==> src/rtl/image_wr_arb_pkg.sv <==
// Shared types and constants for the image write-port arbiter.
package image_wr_arb_pkg;

   localparam int unsigned DEF_NUM_REQ   = 3;
   localparam int unsigned DEF_ADDR_W    = 29;
   localparam int unsigned DEF_DATA_W    = 128;
   localparam int unsigned DEF_CNT_W     = 9;
   localparam int unsigned DEF_BURST_LEN = 8;

   typedef enum logic [1:0] {
      IDLE = 2'd0,
      ADDR = 2'd1,
      DATA = 2'd2
   } state_t;

   // Ceiling log2; clog2(1) = 0.
   function automatic int unsigned clog2(input int unsigned v);
      int unsigned r;
      r = 0;
      for (int unsigned i = 0; i < 32; i++) begin
         if ((32'd1 << i) < v) r = i + 1;
      end
      return r;
   endfunction

endpackage

==> src/rtl/image_wr_arbiter_rr_arb_pick.sv <==
// Combinational round-robin picker: first set req bit at index >= ptr, wrapping.
module rr_arb_pick
   import image_wr_arb_pkg::*;
#(
   parameter  int unsigned N  = DEF_NUM_REQ,
   localparam int unsigned PW = clog2(N)
) (
   input  logic [N-1:0]  req,
   input  logic [PW-1:0] ptr,
   output logic [N-1:0]  pick,
   output logic          valid
);

   logic [2*N-1:0] rot;
   logic [2*N-1:0] shl;
   logic [N-1:0]   oh;

   // Rotate so ptr sits at bit 0, take lowest set bit, rotate the one-hot back.
   always_comb begin
      valid = 1'b0;
      oh    = '0;
      rot   = {req, req} >> ptr;
      for (int i = 0; i < int'(N); i++) begin
         if (!valid && rot[i]) begin
            oh[i] = 1'b1;
            valid = 1'b1;
         end
      end
      shl  = {{N{1'b0}}, oh} << ptr;
      pick = shl[N-1:0] | shl[2*N-1:N];
   end

endmodule

==> src/rtl/image_wr_arbiter.sv <==
// Round-robin arbiter sharing one MIG write port between NUM_REQ image writers.
// Optional per-requester completion counters under IMAGE_WR_ARB_STATS_EN.
module image_wr_arbiter
   import image_wr_arb_pkg::*;
#(
   parameter int unsigned NUM_REQ   = DEF_NUM_REQ,
   parameter int unsigned ADDR_W    = DEF_ADDR_W,
   parameter int unsigned DATA_W    = DEF_DATA_W,
   parameter int unsigned CNT_W     = DEF_CNT_W,
   parameter int unsigned BURST_LEN = DEF_BURST_LEN
) (
   input  logic                      mem_clk,
   input  logic                      mem_reset,
   input  logic [NUM_REQ-1:0]        req_wr_req,
   input  logic [NUM_REQ*ADDR_W-1:0] req_wr_addr,
   input  logic [NUM_REQ*CNT_W-1:0]  req_rd_count,
   input  logic [NUM_REQ*DATA_W-1:0] req_wdf_data,
   output logic [NUM_REQ-1:0]        req_wr_ack,
   output logic [NUM_REQ-1:0]        req_rd_en,
   output logic                      mem_wr_req,
   output logic [ADDR_W-1:0]         mem_wr_addr,
   input  logic                      mem_wr_ack,
   input  logic                      mem_wdata_rd_en,
   output logic [DATA_W-1:0]         mem_wdf_data,
   output logic [CNT_W-1:0]          fifo_rd_data_count,
   output logic [NUM_REQ-1:0]        grant,
   output logic                      proto_err
`ifdef IMAGE_WR_ARB_STATS_EN
  ,output logic [NUM_REQ*32-1:0]     grant_count
`endif
);

   localparam int unsigned PW = clog2(NUM_REQ);
   localparam int unsigned BW = clog2(BURST_LEN + 1);

   state_t             state, state_d;
   logic [NUM_REQ-1:0] grant_d;
   logic               mem_wr_req_d;
   logic [PW-1:0]      rr_ptr, rr_ptr_d;
   logic [BW-1:0]      beat_cnt, beat_cnt_d, beat_cnt_inc;
   logic               ack_seen, ack_seen_d;
   logic               proto_err_d;

   logic [NUM_REQ-1:0] pick;
   logic               pick_valid;
   logic [PW-1:0]      gidx;
   logic [DATA_W-1:0]  mux_data;
   logic               beat_room, beat_ok, beat_err, ack_ok, ack_err, done;

   rr_arb_pick #(.N(NUM_REQ)) u_pick (
      .req   (req_wr_req),
      .ptr   (rr_ptr),
      .pick  (pick),
      .valid (pick_valid)
   );

   // Index of the granted requester and grant-steered muxes.
   always_comb begin
      gidx               = '0;
      mem_wr_addr        = '0;
      mux_data           = '0;
      fifo_rd_data_count = '0;
      for (int k = 0; k < int'(NUM_REQ); k++) begin
         if (grant[k]) begin
            gidx               = PW'(k);
            mem_wr_addr        = req_wr_addr[k*ADDR_W +: ADDR_W];
            mux_data           = req_wdf_data[k*DATA_W +: DATA_W];
            fifo_rd_data_count = req_rd_count[k*CNT_W +: CNT_W];
         end
      end
   end

   // Beat/ack qualification, strobes back to the granted requester, completion.
   always_comb begin
      beat_room    = (grant != '0) && (beat_cnt < BW'(BURST_LEN));
      beat_ok      = mem_wdata_rd_en && beat_room;
      beat_err     = mem_wdata_rd_en && !beat_room;
      ack_ok       = mem_wr_ack && (state == ADDR);
      ack_err      = mem_wr_ack && (state != ADDR);
      req_rd_en    = beat_ok ? grant : '0;
      req_wr_ack   = ack_ok ? grant : '0;
      mem_wdf_data = beat_err ? '0 : mux_data;
      beat_cnt_inc = beat_ok ? beat_cnt + BW'(1) : beat_cnt;
      done         = (state != IDLE) && (ack_seen || ack_ok) &&
                     (beat_cnt_inc == BW'(BURST_LEN));
   end

   // Next-state and next-register values.
   always_comb begin
      state_d      = state;
      grant_d      = grant;
      mem_wr_req_d = mem_wr_req;
      rr_ptr_d     = rr_ptr;
      beat_cnt_d   = beat_cnt_inc;
      ack_seen_d   = ack_seen;
      proto_err_d  = proto_err | beat_err | ack_err;
      case (state)
         IDLE: begin
            if (pick_valid) begin
               grant_d      = pick;
               mem_wr_req_d = 1'b1;
               state_d      = ADDR;
            end
         end
         ADDR: begin
            if (ack_ok) begin
               mem_wr_req_d = 1'b0;
               ack_seen_d   = 1'b1;
               state_d      = DATA;
            end
         end
         DATA: ;
         default: state_d = IDLE;
      endcase
      if (done) begin
         state_d      = IDLE;
         grant_d      = '0;
         mem_wr_req_d = 1'b0;
         beat_cnt_d   = '0;
         ack_seen_d   = 1'b0;
         rr_ptr_d     = (gidx == PW'(NUM_REQ - 1)) ? '0 : gidx + PW'(1);
      end
   end

   // State and control registers.
   always_ff @(posedge mem_clk or posedge mem_reset) begin
      if (mem_reset) begin
         state      <= IDLE;
         grant      <= '0;
         mem_wr_req <= 1'b0;
         rr_ptr     <= '0;
         beat_cnt   <= '0;
         ack_seen   <= 1'b0;
         proto_err  <= 1'b0;
      end else begin
         state      <= state_d;
         grant      <= grant_d;
         mem_wr_req <= mem_wr_req_d;
         rr_ptr     <= rr_ptr_d;
         beat_cnt   <= beat_cnt_d;
         ack_seen   <= ack_seen_d;
         proto_err  <= proto_err_d;
      end
   end

`ifdef IMAGE_WR_ARB_STATS_EN
   // Per-requester completed-transfer counters, wrapping at 2^32.
   always_ff @(posedge mem_clk or posedge mem_reset) begin
      if (mem_reset) begin
         grant_count <= '0;
      end else begin
         for (int k = 0; k < int'(NUM_REQ); k++) begin
            if (done && grant[k]) grant_count[k*32 +: 32] <= grant_count[k*32 +: 32] + 32'd1;
         end
      end
   end
`endif

endmodule
==> config.mk <==
export PLATFORM = sky130hd
export DESIGN_NAME = image_wr_arbiter
export DESIGN_NICKNAME = d
export VERILOG_FILES = /design/src/rtl/image_wr_arb_pkg.sv /design/src/rtl/image_wr_arbiter_rr_arb_pick.sv /design/src/rtl/image_wr_arbiter.sv
export SDC_FILE = /design/constraint.sdc
export NUM_CORES = 1
export LEC_CHECK = 0
export CAP_MARGIN = 40
export CORE_AREA = 4 4 266 268
export DETAILED_ROUTE_END_ITERATION = 8
export DIE_AREA = 0 0 270 272
export PLACE_DENSITY_LB_ADDON = 0.12
export SLEW_MARGIN = 20
export SYNTH_ARGS = -nofsm -noshare
export SYNTH_HDL_FRONTEND = slang
export SYNTH_SLANG_ARGS = --single-unit
==> constraint.sdc <==
create_clock -name mem_clk -period 2.75 [get_ports mem_clk]
set_input_delay 0.275 -clock mem_clk [delete_from_list [all_inputs] [get_ports mem_clk]]
set_output_delay 0.275 -clock mem_clk [all_outputs]
set_load 0.02 [all_outputs]
==> out/qor.yml, run 1 <==
outcome:
  outcome: "finished, final reports clean"
sta:
  setup_viol: 0
  hold_viol: 0
  maxSlewHeadroom_pct: 59.67
  post-route-period-util_pct: 97.66
  worst-slew-pin-transition_ns: 0.6042
  hold_slack_ns: 0.4041
  finalClockSkew_ns: 0.004688
  fin_setup_tns_ns: 0
  post-route-min-period_ns: 2.686
  fmax_ghz: 0.3723
  slew_viol_final: 0
placement:
  post-place-cells: 2302
  place.gp.congestion: 0.7882
  place_hpwl_um: 34590
  portBuffers: 681
global_routing:
  grt_first_pass_wirelength_um: 58830
  grt_pass1_vias: 8720
  antenna_found_initial: 5
  overflow: 0
  grtUsageTotal_pct: 10.43
  grt_max_degree: 101
critical_path:
  arrival_ns: 2.41
  worstSetupEndpointType: "output pin"
  required_ns: 2.48
  critPathKind: "reg -> out"
  cp-start-kind: "register"
  crit_fanout: 13
yosys:
  synth_seq_cells: 14
  synth_top_area_cell: "a22oi_1"
  netlist_top_cells_count: "nor2_1 (266), a22oi_1 (166), a21oi_1 (137)"
  syn_nets: 1294
  syn_inst: 788
  yosysUniqueCellTypes: 29
  ys_seq_area_share_pct: 8.238
  synth.area.top_cells: "a22oi_1 (29%), nor2_1 (23%), a21oi_1 (16%), dfrtp_1 (8.2%), clkbuf_1 (7.4%)"
  synth-edff-count: 0
  synthFlopType: "dfrtp_1"
  synth_top_area_share_pct: 29.30
  ys_async_sr_fraction_pct: 100.0
  synth_area_um2: 4253
  syn_avg_cell_area_um2: 5.397
  synth_most_common_cell: "nor2_1"
  yosysWarnings: 0
finish:
  drive_above_1_share_pct: 4.339
  nets: 1936
  area_growth_pct: 199.3
  instances_no_fill: 2314
floorplan:
  io_pins: 682
  dieHeight_um: 272
  start_util_pct: 6.223
  die_area_um2: 73440
  coreArea_um2: 68350
  rows: 96
  die_x_um: 270
pwr:
  powerDensity_nw_per_um2: 868.8
  p_leak_nw: 5.787
  peakVddDrop_v: 0.0004123
flow_run:
  drv_cap: 0
routing:
  via_per_inst: 3.621
  avgRoutedWirePerCell_um: 18.44
  num_vias: 8380
  drc: 0
  drtIter0Drc: 341
  ant_nets: 0
  firstDrtPassIters: 4
  drt-total-wl_um: 42660
clock_network:
  cts_tree: "yes"
  clock_sinks: 14
  root_buffer: "clkbuf_16"
  clkTransAtPathRegs_ns: 0.05
  clk_latency_ns: 0.25
  numCtsBuffers: 3
  clockBufferDepth: 2
  cts_htree_levels: 1
worst_hold_path:
  hold_class: "in -> async"
-- flip-flops by register name, summed over array words and instances (netlist names) --
name / cells
beat_cnt: 4
mem_wr_req: 1
ack_seen: 1
proto_err: 1
rr_ptr: 2
state: 2
grant: 3
-- layout by cell type (no fill, tap or decap), types with 2 or more instances in the layout --
master           instances
a21oi_1                137
a22oi_1                166
and2_1                   4
and2_2                   2
buf_12                  13
buf_4                   26
buf_6                    2
bufbuf_16                2
clkbuf_16                4
clkdlybuf4s50_1        577
dfrtp_1                 12
dfrtp_4                  2
diode_2                  3
dlygate4sd2_1           22
dlymetal6s2s_1          81
inv_1                    4
mux2_4                   3
nand2_1                 42
nand2b_1                 2
nor2_1                 265
nor2b_1                  3
o211ai_1                 2
o21ai_0                 39
o31ai_1                  2
-- final timing paths --
check	start	to	slack, ns	cells after the start
worst max-delay path	grant[1]	mem_wdf_data[120]	0.06	6
min in group mem_clk	proto_err	proto_err	0.48	1
max in group asynchronous	mem_reset	grant[1]	1.89	2
worst max register to register	grant[1]	rr_ptr[0]	0.62	5
worst min-delay path	mem_reset	mem_wr_req	0.40	2
worst min register to register	proto_err	proto_err	0.48	1
-- stage by stage --
step                total power [mW]  cell area, um2  utilization (%)  setup slack [ns]
floorplan                      5.637            4253                -            0.4515
finish                         11.06           12730            18.62           0.06429
global route                   11.98           12730            18.62          -0.01888
CTS                            11.32           12470            18.25        0.00003464
global placement               11.02           12330            18.05            0.1829
detailed placement             10.91           12330            18.05            0.2197
-- layout make-up --
class | instances | area (um2)
Sequential cell | 14 | 357.8
Fill cell | 7705 | 55620
Clock buffer | 4 | 88.84
Tap cell | 882 | 1104
Multi-Input combinational cell | 682 | 3578
Antenna cell | 3 | 7.507
Timing Repair Buffer | 725 | 7577
Inverter | 4 | 15.01
-- critical path, stage by stage (launching register included) --
cell and delay [ns]:
dfrtp_4 0.52, or3_4 0.42, a21boi_4 0.24, buf_12 0.18
buf_6 0.19, nor2_1 0.07, clkdlybuf4s50_1 0.54
-- where the power goes --
group	internal (mW)	switching (mW)	total [mW]
clock	0.221	0.0883	0.309
sequential	0.306	0.112	0.419
combinational	4.51	5.82	10.3
total	5.04	6.02	11.1
-- cell families (layout without fill, tap and decap cells) --
logic type	count (synthesis)	in the layout	share of synthesized area (%)
XOR/XNOR	2	2	0.4120
buffers and inverters	92	733	8.120
AND/OR/NAND/NOR	325	325	30.19
AO/OA/AOI/OAI	351	351	51.69
adder cells (fa/ha/maj)	1	1	0.2942
flip-flops	14	14	8.238
other	0	3	0
multiplexers	3	3	1.059
-- what timing repair did --
| action | 4_1_cts | 5_1_grt |
|---|---|---|
| hold buffers | 0 | 0 |
| resized for setup | 23 | 84 |
| setup endpoints to repair | 20 | 89 |
| gates cloned | 2 | 1 |
| pin swaps | 0 | 1 |
| setup buffers | 1 | 1 |
-- layer usage --
layer	track usage, %	wire length [um]
met5	0	0
met4	1.618	652
met3	2.704	3442
met2	21.04	23090
met1	10.92	15480
Power figures use the tool's default switching activity.
==> run 2: changes to the inputs <==
Settings changed: CORE_AREA 4 4 266 268 to 2 2 263 265, DIE_AREA 0 0 270 272 to 0 0 265 267, DONT_BUFFER_PORTS from default to 1, RECOVER_POWER from default to 100.
==> run 2 against run 1 <==
Effect of this change:
- the run now ends with hold timing left
- cell count shrank 23%
- count of clock-buffer cells in the layout unchanged
- sequential power grew 1%
- setup slack better by 0.15 ns
- utilization down 9.6 points
- first-iteration DRC count down 12%
- highest routed layer is now met5
- critical path type unchanged
- final area fell by 52%
==> out/qor.yml, run 2 (synthesis gave the netlist of run 1 again) <==
placement:
  place.gp.congestion: 0.7799  # -1.1%
  place_area_um2: 6584  # -47%
  portBuffers: 0  # -100%
  place_hpwl_um: 25180  # -27%
  dp_slack_ns: 0.5561  # +0.3364 ns
  post-place-cells: 1771  # -23%
routing:
  drtIter0Drc: 301  # -12%
  via_per_inst: 3.579  # -1.2%
  drc: 0  # unchanged
  num_vias: 6375  # -24%
  ant_nets: 0  # unchanged
  drt-total-wl_um: 29160  # -32%
  avgRoutedWirePerCell_um: 16.37  # -11%
  firstDrtPassIters: 5  # +1
sta:
  fin_setup_tns_ns: 0  # unchanged
  setup_viol: 0  # unchanged
  post-route-period-util_pct: 92.22  # -5.4 points
  post-route-min-period_ns: 2.536  # -0.1498 ns
  hold_viol: 14  # +14
  fmax_ghz: 0.3943  # +5.9%
  hold_slack_ns: -0.01708  # -0.4212 ns
  finalWorstSetupSlack_ns: 0.2141  # +0.1498 ns
  rsz0062_at_grt: "false"
  slew_viol_final: 0  # unchanged
  finalClockSkew_ns: 0.003681  # -0.001007 ns
  maxSlewHeadroom_pct: 46.74  # -13 points
  worst-slew-pin-transition_ns: 0.7922  # +0.1880 ns
global_routing:
  grt_first_pass_wirelength_um: 38500  # -35%
  grt_max_degree: 153  # +51%
  grt_pass1_vias: 6155  # -29%
  antenna_found_initial: 8  # +3
  grtUsageTotal_pct: 7.100  # -3.3 points
  overflow: 0  # unchanged
critical_path:
  cp-start-kind: "register"
  arrival_ns: 2.26  # -0.15 ns
  ff2ff_path_depth: 6  # +1
  worstSetupEndpointType: "output pin"
  crit_fanout: 35  # +22
  required_ns: 2.48  # about the same
  critPathKind: "reg -> out"
clock_network:
  cts_setup_buffers: 0  # -1
  clk_latency_ns: 0.24  # about the same
  clock_sinks: 14  # unchanged
  ctsHoldBuffers: 0  # unchanged
  clockBufferDepth: 2  # unchanged
  root_buffer: "clkbuf_16"
  numCtsBuffers: 3  # unchanged
  cts_htree_levels: 1  # unchanged
  clkTransAtPathRegs_ns: 0.05  # about the same
  cts_tree: "yes"
  ctsResizeCount: 0  # -100%
finish:
  reg_top3: "beat_cnt (4), grant (3)"
  layout_commonest_cell: "nor2_1"
  final_cell_mix: "nor2_1 (266), a22oi_1 (166), a21oi_1 (137)"
  instances_no_fill: 1781  # -23%
  area_growth_pct: 43.63
  largest_reg_flops: 4  # unchanged
  nets: 1400  # -28%
  utilization_pct: 8.985  # -9.6 points
  top_register: "beat_cnt"
  stdcell_area_um2: 6108  # -52%
  drive_above_1_share_pct: 9.071  # +4.7 points
pwr:
  seqPwrFrac_pct: 5.2  # +1.4 points
  intPower_mw: 2.701  # -46%
  p_leak_nw: 2.065  # -64%
  pwr-share-comb_pct: 91.1  # -2.3 points
  power_mw: 8.209  # -26%
  p_sw_mw: 5.508  # -8.5%
  peakVddDrop_v: 0.0004018  # -2.5%
  powerDensity_nw_per_um2: 1344  # +55%
  clockPowerShare_pct: 3.7  # +0.9 points
  swShare_pct: 67.10  # +13 points
outcome:
  violations: "hold timing"
  outcome: "finished, violations left"
floorplan:
  dieHeight_um: 267  # -1.8%
  rows: 96  # unchanged
  coreArea_um2: 67990  # -0.53%
  die_x_um: 265  # -1.9%
  die_area_um2: 70760  # -3.7%
  io_pins: 682  # unchanged
  start_util_pct: 6.256  # +0.033 points
flow_run:
  drv_cap: 0  # unchanged
worst_hold_path:
  hold_class: "in -> async"
==> run 2: changes by cell type in the layout (fill, tap and decap cells not counted), sizes merged <==
| cell | before | now |
|---|---|---|
| clkdlybuf4s50 | 577 | 0 |
| dlygate4sd2 | 22 | 0 |
| dlymetal6s2s | 81 | 0 |
| clkbuf | 5 | 163 |
| buf | 42 | 30 |
| diode | 3 | 6 |
| bufbuf | 2 | 0 |
==> run 2: area by class of cell <==
class	instances	area (um2)
inverters	4	15.01
multi-input cells	682	3555
flip-flops and latches	14	350.3
clock buffers	4	88.84
well taps	882	1104
fillers	8150	61880
repair buffers	189	980.9
diodes	6	15.01
==> run 2: path summary, 6_finish.rpt <==
path                                endpoint        from  slack [ns]
max                        mem_wdf_data[113]    grant[1]        0.21
min in group mem_clk                state[0]  mem_wr_ack        0.14
min reg2reg                         ack_seen    ack_seen        0.52
max reg2reg                         state[0]    grant[1]        0.29
min                                proto_err   mem_reset       -0.02
max in group asynchronous        beat_cnt[3]   mem_reset        2.38
==> run 2: power groups by stage <==
| stage | clock network, mW | registers [mW] | logic, mW |
|---|---|---|---|
| 3_5_place_dp | 0 | 0.442 | 8.57 |
| 2_1_floorplan | 0 | 0.397 | 5.24 |
| 5_1_grt | 0.325 | 0.447 | 8.21 |
| 6_report | 0.307 | 0.423 | 7.48 |
| 3_3_place_gp | 0 | 0.445 | 8.69 |
| 4_1_cts | 0.312 | 0.439 | 8.59 |
==> run 2: metal layers <==
layer | wire, um | GRT usage (%) | up-vias
met4 | 956 | 2.810 | 6
li1 | - | - | 3049
met2 | 15630 | 13.83 | 371
met5 | 36 | 0 | -
met1 | 10580 | 7.628 | 2905
met3 | 1953 | 1.006 | 44
==> run 2: worst max-delay path: stages, from the launching register on <==
cell and delay (ns):
dfrtp_1 0.48, or3_1 0.49, a21boi_4 0.26, buf_12 0.21
buf_6 0.27, nor2_1 0.10, clkbuf_2 0.16
